File: src/rtl/param_fifo_pkg.sv
// Shared types, defaults and width helper for the parameterised FIFO.
package param_fifo_pkg;

    typedef enum logic {
        MODE_STD  = 1'b0,
        MODE_FWFT = 1'b1
    } read_mode_e;

    localparam int unsigned DEF_WIDTH    = 16;
    localparam int unsigned DEF_DEPTH    = 32;
    localparam int unsigned DEF_AE_LEVEL = 2;
    localparam int unsigned DEF_FWFT     = 0;

    // Pointer/count width: address bits plus one wrap bit.
    function automatic int unsigned ptr_width(input int unsigned depth);
        return $clog2(depth) + 1;
    endfunction

endpackage

File: src/rtl/fifo_mem.sv
// Simple dual-port WIDTH x DEPTH storage: synchronous write, asynchronous read.
module fifo_mem
    import param_fifo_pkg::*;
#(
    parameter int unsigned WIDTH = DEF_WIDTH,
    parameter int unsigned DEPTH = DEF_DEPTH,
    localparam int unsigned AW   = ptr_width(DEPTH) - 1
) (
    input  logic             clk,
    input  logic             wr_en,
    input  logic [AW-1:0]    wr_addr,
    input  logic [WIDTH-1:0] wr_data,
    input  logic [AW-1:0]    rd_addr,
    output logic [WIDTH-1:0] rd_data_c
);

    logic [WIDTH-1:0] mem [DEPTH];

    always_ff @(posedge clk) begin
        if (wr_en) begin
            mem[wr_addr] <= wr_data;
        end
    end

    assign rd_data_c = mem[rd_addr];

endmodule

File: src/rtl/param_fifo.sv
// Synchronous FIFO with status flags and standard or first-word-fall-through read.
// Optional sticky overflow/underflow flags are enabled with FIFO_ERR_FLAGS_EN.
module param_fifo
    import param_fifo_pkg::*;
#(
    parameter int unsigned WIDTH    = DEF_WIDTH,
    parameter int unsigned DEPTH    = DEF_DEPTH,
    parameter int unsigned AF_LEVEL = DEPTH - 2,
    parameter int unsigned AE_LEVEL = DEF_AE_LEVEL,
    parameter int unsigned FWFT     = DEF_FWFT
) (
    input  logic                          clk,
    input  logic                          reset,
    input  logic                          wr_en,
    input  logic [WIDTH-1:0]              wr_data,
    input  logic                          rd_en,
    output logic [WIDTH-1:0]              rd_data,
    output logic                          rd_valid,
    output logic                          empty,
    output logic                          full,
    output logic                          half_full,
    output logic                          almost_empty,
    output logic                          almost_full,
    output logic [ptr_width(DEPTH)-1:0]   count
`ifdef FIFO_ERR_FLAGS_EN
    ,
    input  logic                          err_clr,
    output logic                          overflow,
    output logic                          underflow
`endif
);

    localparam int unsigned CW      = ptr_width(DEPTH);
    localparam int unsigned AW      = CW - 1;
    localparam bit          IS_FWFT = (FWFT == 32'(MODE_FWFT));

    logic [CW-1:0]    wr_ptr;
    logic [CW-1:0]    rd_ptr;
    logic [CW-1:0]    rd_ptr_n;
    logic [CW-1:0]    count_n;
    logic             wr_acc;
    logic             rd_acc;
    logic [AW-1:0]    mem_rd_addr;
    logic [WIDTH-1:0] mem_rd_data_c;

    // Acceptance and next-state, all from pre-edge registered state.
    always_comb begin
        wr_acc   = wr_en && !full;
        rd_acc   = rd_en && !empty;
        count_n  = count;
        rd_ptr_n = rd_ptr;
        if (wr_acc && !rd_acc) begin
            count_n = count + CW'(1);
        end else if (!wr_acc && rd_acc) begin
            count_n = count - CW'(1);
        end
        if (rd_acc) begin
            rd_ptr_n = rd_ptr + CW'(1);
        end
    end

    // FWFT prefetches the word that will be the head after this edge.
    assign mem_rd_addr = IS_FWFT ? rd_ptr_n[AW-1:0] : rd_ptr[AW-1:0];

    fifo_mem #(
        .WIDTH (WIDTH),
        .DEPTH (DEPTH)
    ) u_mem (
        .clk       (clk),
        .wr_en     (wr_acc),
        .wr_addr   (wr_ptr[AW-1:0]),
        .wr_data   (wr_data),
        .rd_addr   (mem_rd_addr),
        .rd_data_c (mem_rd_data_c)
    );

    always_ff @(posedge clk or posedge reset) begin
        if (reset) begin
            wr_ptr       <= '0;
            rd_ptr       <= '0;
            count        <= '0;
            empty        <= 1'b1;
            full         <= 1'b0;
            half_full    <= 1'b0;
            almost_empty <= 1'b1;
            almost_full  <= 1'b0;
            rd_valid     <= 1'b0;
            rd_data      <= '0;
        end else begin
            if (wr_acc) begin
                wr_ptr <= wr_ptr + CW'(1);
            end
            rd_ptr       <= rd_ptr_n;
            count        <= count_n;
            empty        <= (count_n == '0);
            full         <= (count_n == CW'(DEPTH));
            half_full    <= (count_n >= CW'(DEPTH / 2));
            almost_empty <= (count_n <= CW'(AE_LEVEL));
            almost_full  <= (count_n >= CW'(AF_LEVEL));
            if (IS_FWFT) begin
                rd_valid <= (count_n != '0);
                // A word written this edge into an otherwise empty FIFO bypasses storage.
                if (wr_acc && (count_n == CW'(1))) begin
                    rd_data <= wr_data;
                end else if (count_n != '0) begin
                    rd_data <= mem_rd_data_c;
                end
            end else begin
                rd_valid <= rd_acc;
                if (rd_acc) begin
                    rd_data <= mem_rd_data_c;
                end
            end
        end
    end

`ifdef FIFO_ERR_FLAGS_EN
    // Sticky error flags; a new error wins over a simultaneous clear.
    always_ff @(posedge clk or posedge reset) begin
        if (reset) begin
            overflow  <= 1'b0;
            underflow <= 1'b0;
        end else begin
            overflow  <= (wr_en && full)  || (overflow  && !err_clr);
            underflow <= (rd_en && empty) || (underflow && !err_clr);
        end
    end
`endif

endmodule

File: config.mk
export PLATFORM = sky130hd
export DESIGN_NAME = param_fifo
export DESIGN_NICKNAME = d
export VERILOG_FILES = /design/src/rtl/param_fifo_pkg.sv /design/src/rtl/fifo_mem.sv /design/src/rtl/param_fifo.sv
export SDC_FILE = /design/constraint.sdc
export NUM_CORES = 1
export LEC_CHECK = 0
export CORE_MARGIN = 5
export CORE_UTILIZATION = 56
export DETAILED_ROUTE_END_ITERATION = 7
export GPL_TIMING_DRIVEN = 0
export PLACE_DENSITY = 0.76
export SETUP_SLACK_MARGIN = 0.15
export SLEW_MARGIN = 20
export SYNTH_ARGS = -nofsm -noshare
export SYNTH_HDL_FRONTEND = slang
export SYNTH_SLANG_ARGS = --single-unit
File: constraint.sdc
create_clock -name clk -period 2.18 [get_ports clk]
set_input_delay 0.436 -clock clk [delete_from_list [all_inputs] [get_ports clk]]
set_output_delay 0.436 -clock clk [all_outputs]
set_load 0.05 [all_outputs]
## Yosys cells after proc, flatten, opt, wreduce, memory -nomap -nowiden

Memories as Yosys holds them, arrays and structs flattened. A register that Yosys moved wholly into a read port is not among the register bits.
Cells that the tools add are included.

| operators by class | value |
|---|---|
| multiplexer cells | 4 |
| eq/ne operators | 1 |
| $add $sub $neg | 4 |
| reduce and logical (&&, ||, !) cells | 9 |
| order comparisons | 3 |

Operators with widths:

| kind | number |
|---|---|
| 6-bit by 1-bit adder with 6-bit output, second input constant | 3 |
| 6-bit by 5-bit greater-or-equal comparator with 1-bit output, second input constant | 2 |
| 6-bit two-way mux | 2 |
| 6-bit equality test, second input constant | 1 |
| 6-bit by 2-bit less-or-equal comparator with 1-bit output, second input constant | 1 |
| 6-bit logical NOT | 1 |
| 6-bit by 1-bit subtractor with 6-bit output, second input constant | 1 |
| 1-bit logical AND | 4 |
| 1-bit logical NOT | 4 |
| 1-bit two-way mux | 2 |

| word-level totals | value |
|---|---|
| memories kept | 1 |
| input port bits | 20 |
| register bits after elaboration | 24 |
| bits in writable memories | 512 |
| logic and storage cells | 31 |

Memory list:

| name | depth | bits a word | read ports | clocked after Yosys merged registers in | wr ports | RTL line | text |
|---|---|---|---|---|---|---|---|
| u_mem.mem | 32 | 16 | 1 | 1 | 1 | fifo_mem.sv:17 | `logic [WIDTH-1:0] mem [DEPTH];` |

## Depth between registers and ports, before layout

| logic depth | value |
|---|---|
| depth after elaboration | 7 |
| gate-level depth with buffers | 9 |

## Cells and area by module

From an unflattened synthesis, not the netlist that was laid out.

| second synthesis, totals | value |
|---|---|
| cell total of the unflattened synthesis | 1297 |
| area total of the unflattened synthesis | 21963.6 um^2 |

By module, submodules not included:

| module | times used | sequential area each (um^2) | area each (um^2) | cells an instance |
|---|---|---|---|---|
| fifo_mem | 1 | 15374.7 | 20215.6 | 1127 |
| param_fifo | 1 | 953.4 | 1747.9 | 170 |

## Worst setup path after synthesis

Ideal clock, no wire load.

| timing | value |
|---|---|
| path kind | register to register |
| start | register full |
| end | memory u_mem.mem[31][0] in the netlist's numbering, enable pin |
| path buffers | 2 |
| cell stages (with the launch flop) | 6 |
| required time | 1792 ps |
| path slack | -209 ps |
| arrival | 2001 ps |
| cells stage by stage | dfrtp_1 -> nor2b_1 -> buf_2 -> nand2_1 -> clkbuf_1 -> nor2_1 |

| between the ends | value |
|---|---|
| cells in the longest elaborated chain, start to end | 4 |

RTL lines:

| item | RTL line | text |
|---|---|---|
| start, declared | param_fifo.sv:20 | `output logic full,` |
| start signal, assigned | param_fifo.sv:96 | `full <= (count_n == CW'(DEPTH));` |
| 1-bit logical NOT | param_fifo.sv:48 | `wr_acc = wr_en && !full;` |
| 1-bit logical AND | param_fifo.sv:48 |  |
| 1-bit two-way mux | fifo_mem.sv:20 | `if (wr_en) begin` |
| 1-bit two-way mux (implied by the code) | fifo_mem.sv:21 | `mem[wr_addr] <= wr_data;` |
| end, declared | fifo_mem.sv:17 |  |

No other way between the ends.

==> results_dict.tcl <==
set metrics [dict create \
    layout_commonest_cell "edfxtp_1" \
    maxSlewHeadroom 0.4641 \
    yosysWarnings 0 \
    hold_path.class "input pin to async pin" \
    regToRegEndpoint "rd_data[5]$_DFFE_PP0P_" \
    grt_first_pass_wirelength_um 79340 \
    async_reset_ff_frac 0.06909 \
    reg2regPathDepth 8 \
    worstPathRequired_ns 2.62 \
    final_cell_mix "edfxtp_1 (512), mux2i_1 (101), mux4_2 (79)" \
    worstSetupPathType "flop to flop" \
    grt-busiest-layer "met2" \
    ff2ff_setup_slack_ns -0.32 \
    port_buffers 47 \
    synth_cells 1094 \
    wire_per_inst_um 31.25 \
    place_inst 1653 \
    grt_overflow 0 \
    synth_area_mm2 0.02138 \
    stdcell_count 1822 \
    use_met1 0.3765 \
    ant_nets 0 \
    r2r_start "rd_ptr[1]$_DFFE_PP0P_" \
    grt_max_degree 33 \
    cts_buffer_depth 3 \
    tightest_slew_ns 0.8039 \
    syn_nets 1121 \
    finalPower_uw 36130 \
    hold_viol_final 0 \
    root_buffer "clkbuf_16" \
    start_kind "flop" \
    powerDensity_mw_per_mm2 1359 \
    h-tree-depth 2 \
    setup_viol 16 \
    antenna_found_initial 0 \
    layout-drive-gt1-share 0.3532 \
    clock_latency_ns 0.58 \
    arrival_ns 2.94 \
    wirelength_um 56940 \
    nets 1297 \
    synth.distinct_cells 53 \
    grt_usage 0.2595 \
    report.final.slew_viol_count 0 \
    syn2layout_area_growth_pct 24.39 \
    antenna_cells 0 \
    synth-edff-count 512 \
    num_rows 71 \
    dp_slack_ns -1.074 \
    drv_cap 0 \
    route.detailed.drc 0 \
    gp_congestion 0.8426 \
    path_clk_slew_ns 0.08 \
    tritoncts "done" \
    stdcell_area_mm2 0.02660 \
    grt_pass1_vias 11725 \
    cts_inserted_buffers 51 \
    synth_flop_cell "edfxtp_1" \
    ir_drop_v 0.0007654 \
    num_vias 12006 \
    rsz0062_at_grt "yes" \
    dpl_cell_area_mm2 0.02262 \
    leakagePower_uw 0.008727 \
    clock.fmax_mhz 400.3 \
    final_util 0.7061 \
    initial_core_util 0.5676 \
    cp_max_fo 6 \
    die_area_mm2 0.04219 \
    gr-usage-met2 0.4247 \
    vias_per_cell 6.589 \
    outcome "complete, but fails checks" \
    cp-end-kind "flop" \
    violations "setup timing" \
    finalCritPeriodShare 1.146 \
    period_needed_ns 2.498 \
    die_y_um 205.4 \
    skew_ns 0.03641 \
    ys_ff_latch 550 \
    fin_ws_ns -0.3180 \
    avgSynthCellArea_um2 19.54 \
    use_met3 0.03719 \
    core_area_mm2 0.03767 \
    clock-sinks 550 \
    dr.pass1.iters 5 \
    die_x_um 205.4 \
    drtIter0Drc 1781 \
    ys_seq_area_frac 0.7637 \
    hpwl_um 28390 \
    io_pins 48 \
]
## worst max-delay path by stage
stage	start	end	slack [ns]	cells after the start
after floorplan	full$_DFF_PP0_	u_mem.mem[14][0]$_DFFE_PP_	0.07	4
after global placement	wr_en	u_mem.mem[9][2]$_DFFE_PP_	-1.02	5
after detailed placement	wr_en	u_mem.mem[9][2]$_DFFE_PP_	-1.07	5
after CTS	rd_ptr[1]$_DFFE_PP0P_	rd_data[8]$_DFFE_PP0P_	-0.07	8
after global routing	rd_ptr[1]$_DFFE_PP0P_	rd_data[5]$_DFFE_PP0P_	-0.31	8
final	rd_ptr[1]$_DFFE_PP0P_	rd_data[5]$_DFFE_PP0P_	-0.32	8
## registers in the layout (all words and copies together) (netlist names)
register	flops
almost_empty	1
almost_full	1
half_full	1
rd_data	16
empty	1
full	1
u_mem.mem	512
wr_ptr	5
count	6
rd_valid	1
rd_ptr	5
## cells by family (layout without fill, tap and decap cells)
| logic type | count (synthesis) | after routing | share of synthesized area |
|---|---|---|---|
| xor gates and xnor gates | 10 | 10 | 0.004097 |
| adders and majority gates | 7 | 7 | 0.004096 |
| buffers and inverters | 65 | 282 | 0.01814 |
| DFF | 550 | 550 | 0.7637 |
| AOI/OAI and AO/OA | 80 | 80 | 0.02727 |
| muxes | 208 | 208 | 0.1444 |
| and+or+nand+nor | 174 | 174 | 0.03833 |
## final cells by class
cell class                 count  area [um^2]
sequential                   550        16330
fill                        2133        11070
multi-input combinational    479         5728
timing repair buffer         123         1463
clock buffer                  62         1360
tap                          511        639.4
buffer                        59        620.6
clock inverter                32        430.4
inverter                       6        22.52
## layer usage
layer  part of all wire  up-vias  routed length, um
met1               0.37     6180              21150
met4              0.036        0               2074
met3               0.10      131               5793
met2               0.49      892              27920
li1                   -     4803                  -
met5                  0        -                  0
## power by group
part | switching, uW | internal (uW)
clock | 3910 | 5640
sequential | 506 | 12500
combinational | 7990 | 5610
## stage by stage
stage                     setup TNS (ns)  hold slack [ns]
after CTS                        -0.5303           0.1087
after floorplan                        0           0.4579
final                             -2.464           0.1160
after detailed placement         -430.41           0.4871
after global routing              -3.015           0.1511
after global placement           -425.55           0.4747
## worst max-delay path, cell delays in order, from the launching register on
cell	delay [ns]
dfrtp_2	0.47
buf_12	0.16
buf_12	0.12
bufbuf_16	0.27
mux4_2	0.55
mux2i_4	0.23
nor2_2	0.08
nor4_4	0.31
nor3_1	0.17
## synthesized netlist by cell type (5+ instances only)
master	n	area, um^2
buf_2	12	60.06
clkbuf_1	23	86.33
nand2_1	20	75.07
inv_1	5	18.77
o22ai_1	48	300.3
ha_1	7	87.58
dfrtp_1	36	900.9
nand3_1	5	25.02
mux4_2	79	1779
nor2_1	88	330.3
edfxtp_1	512	15370
xnor2_1	9	78.83
mux2i_1	128	1281
nor4_1	18	112.6
buf_6	13	146.4
a2111oi_0	12	105.1
nor3_1	21	105.1
buf_4	8	60.06
## what timing repair did
item	CTS	global route
endpoints found under the setup margin	558	533
cloned	3	0
endpoints found under the hold margin	0	0
hold buffers	0	0
pin swaps	78	26
gates resized for setup	234	68
setup buffers	49	23
No activity file was read; power rests on OpenSTA's default activity.
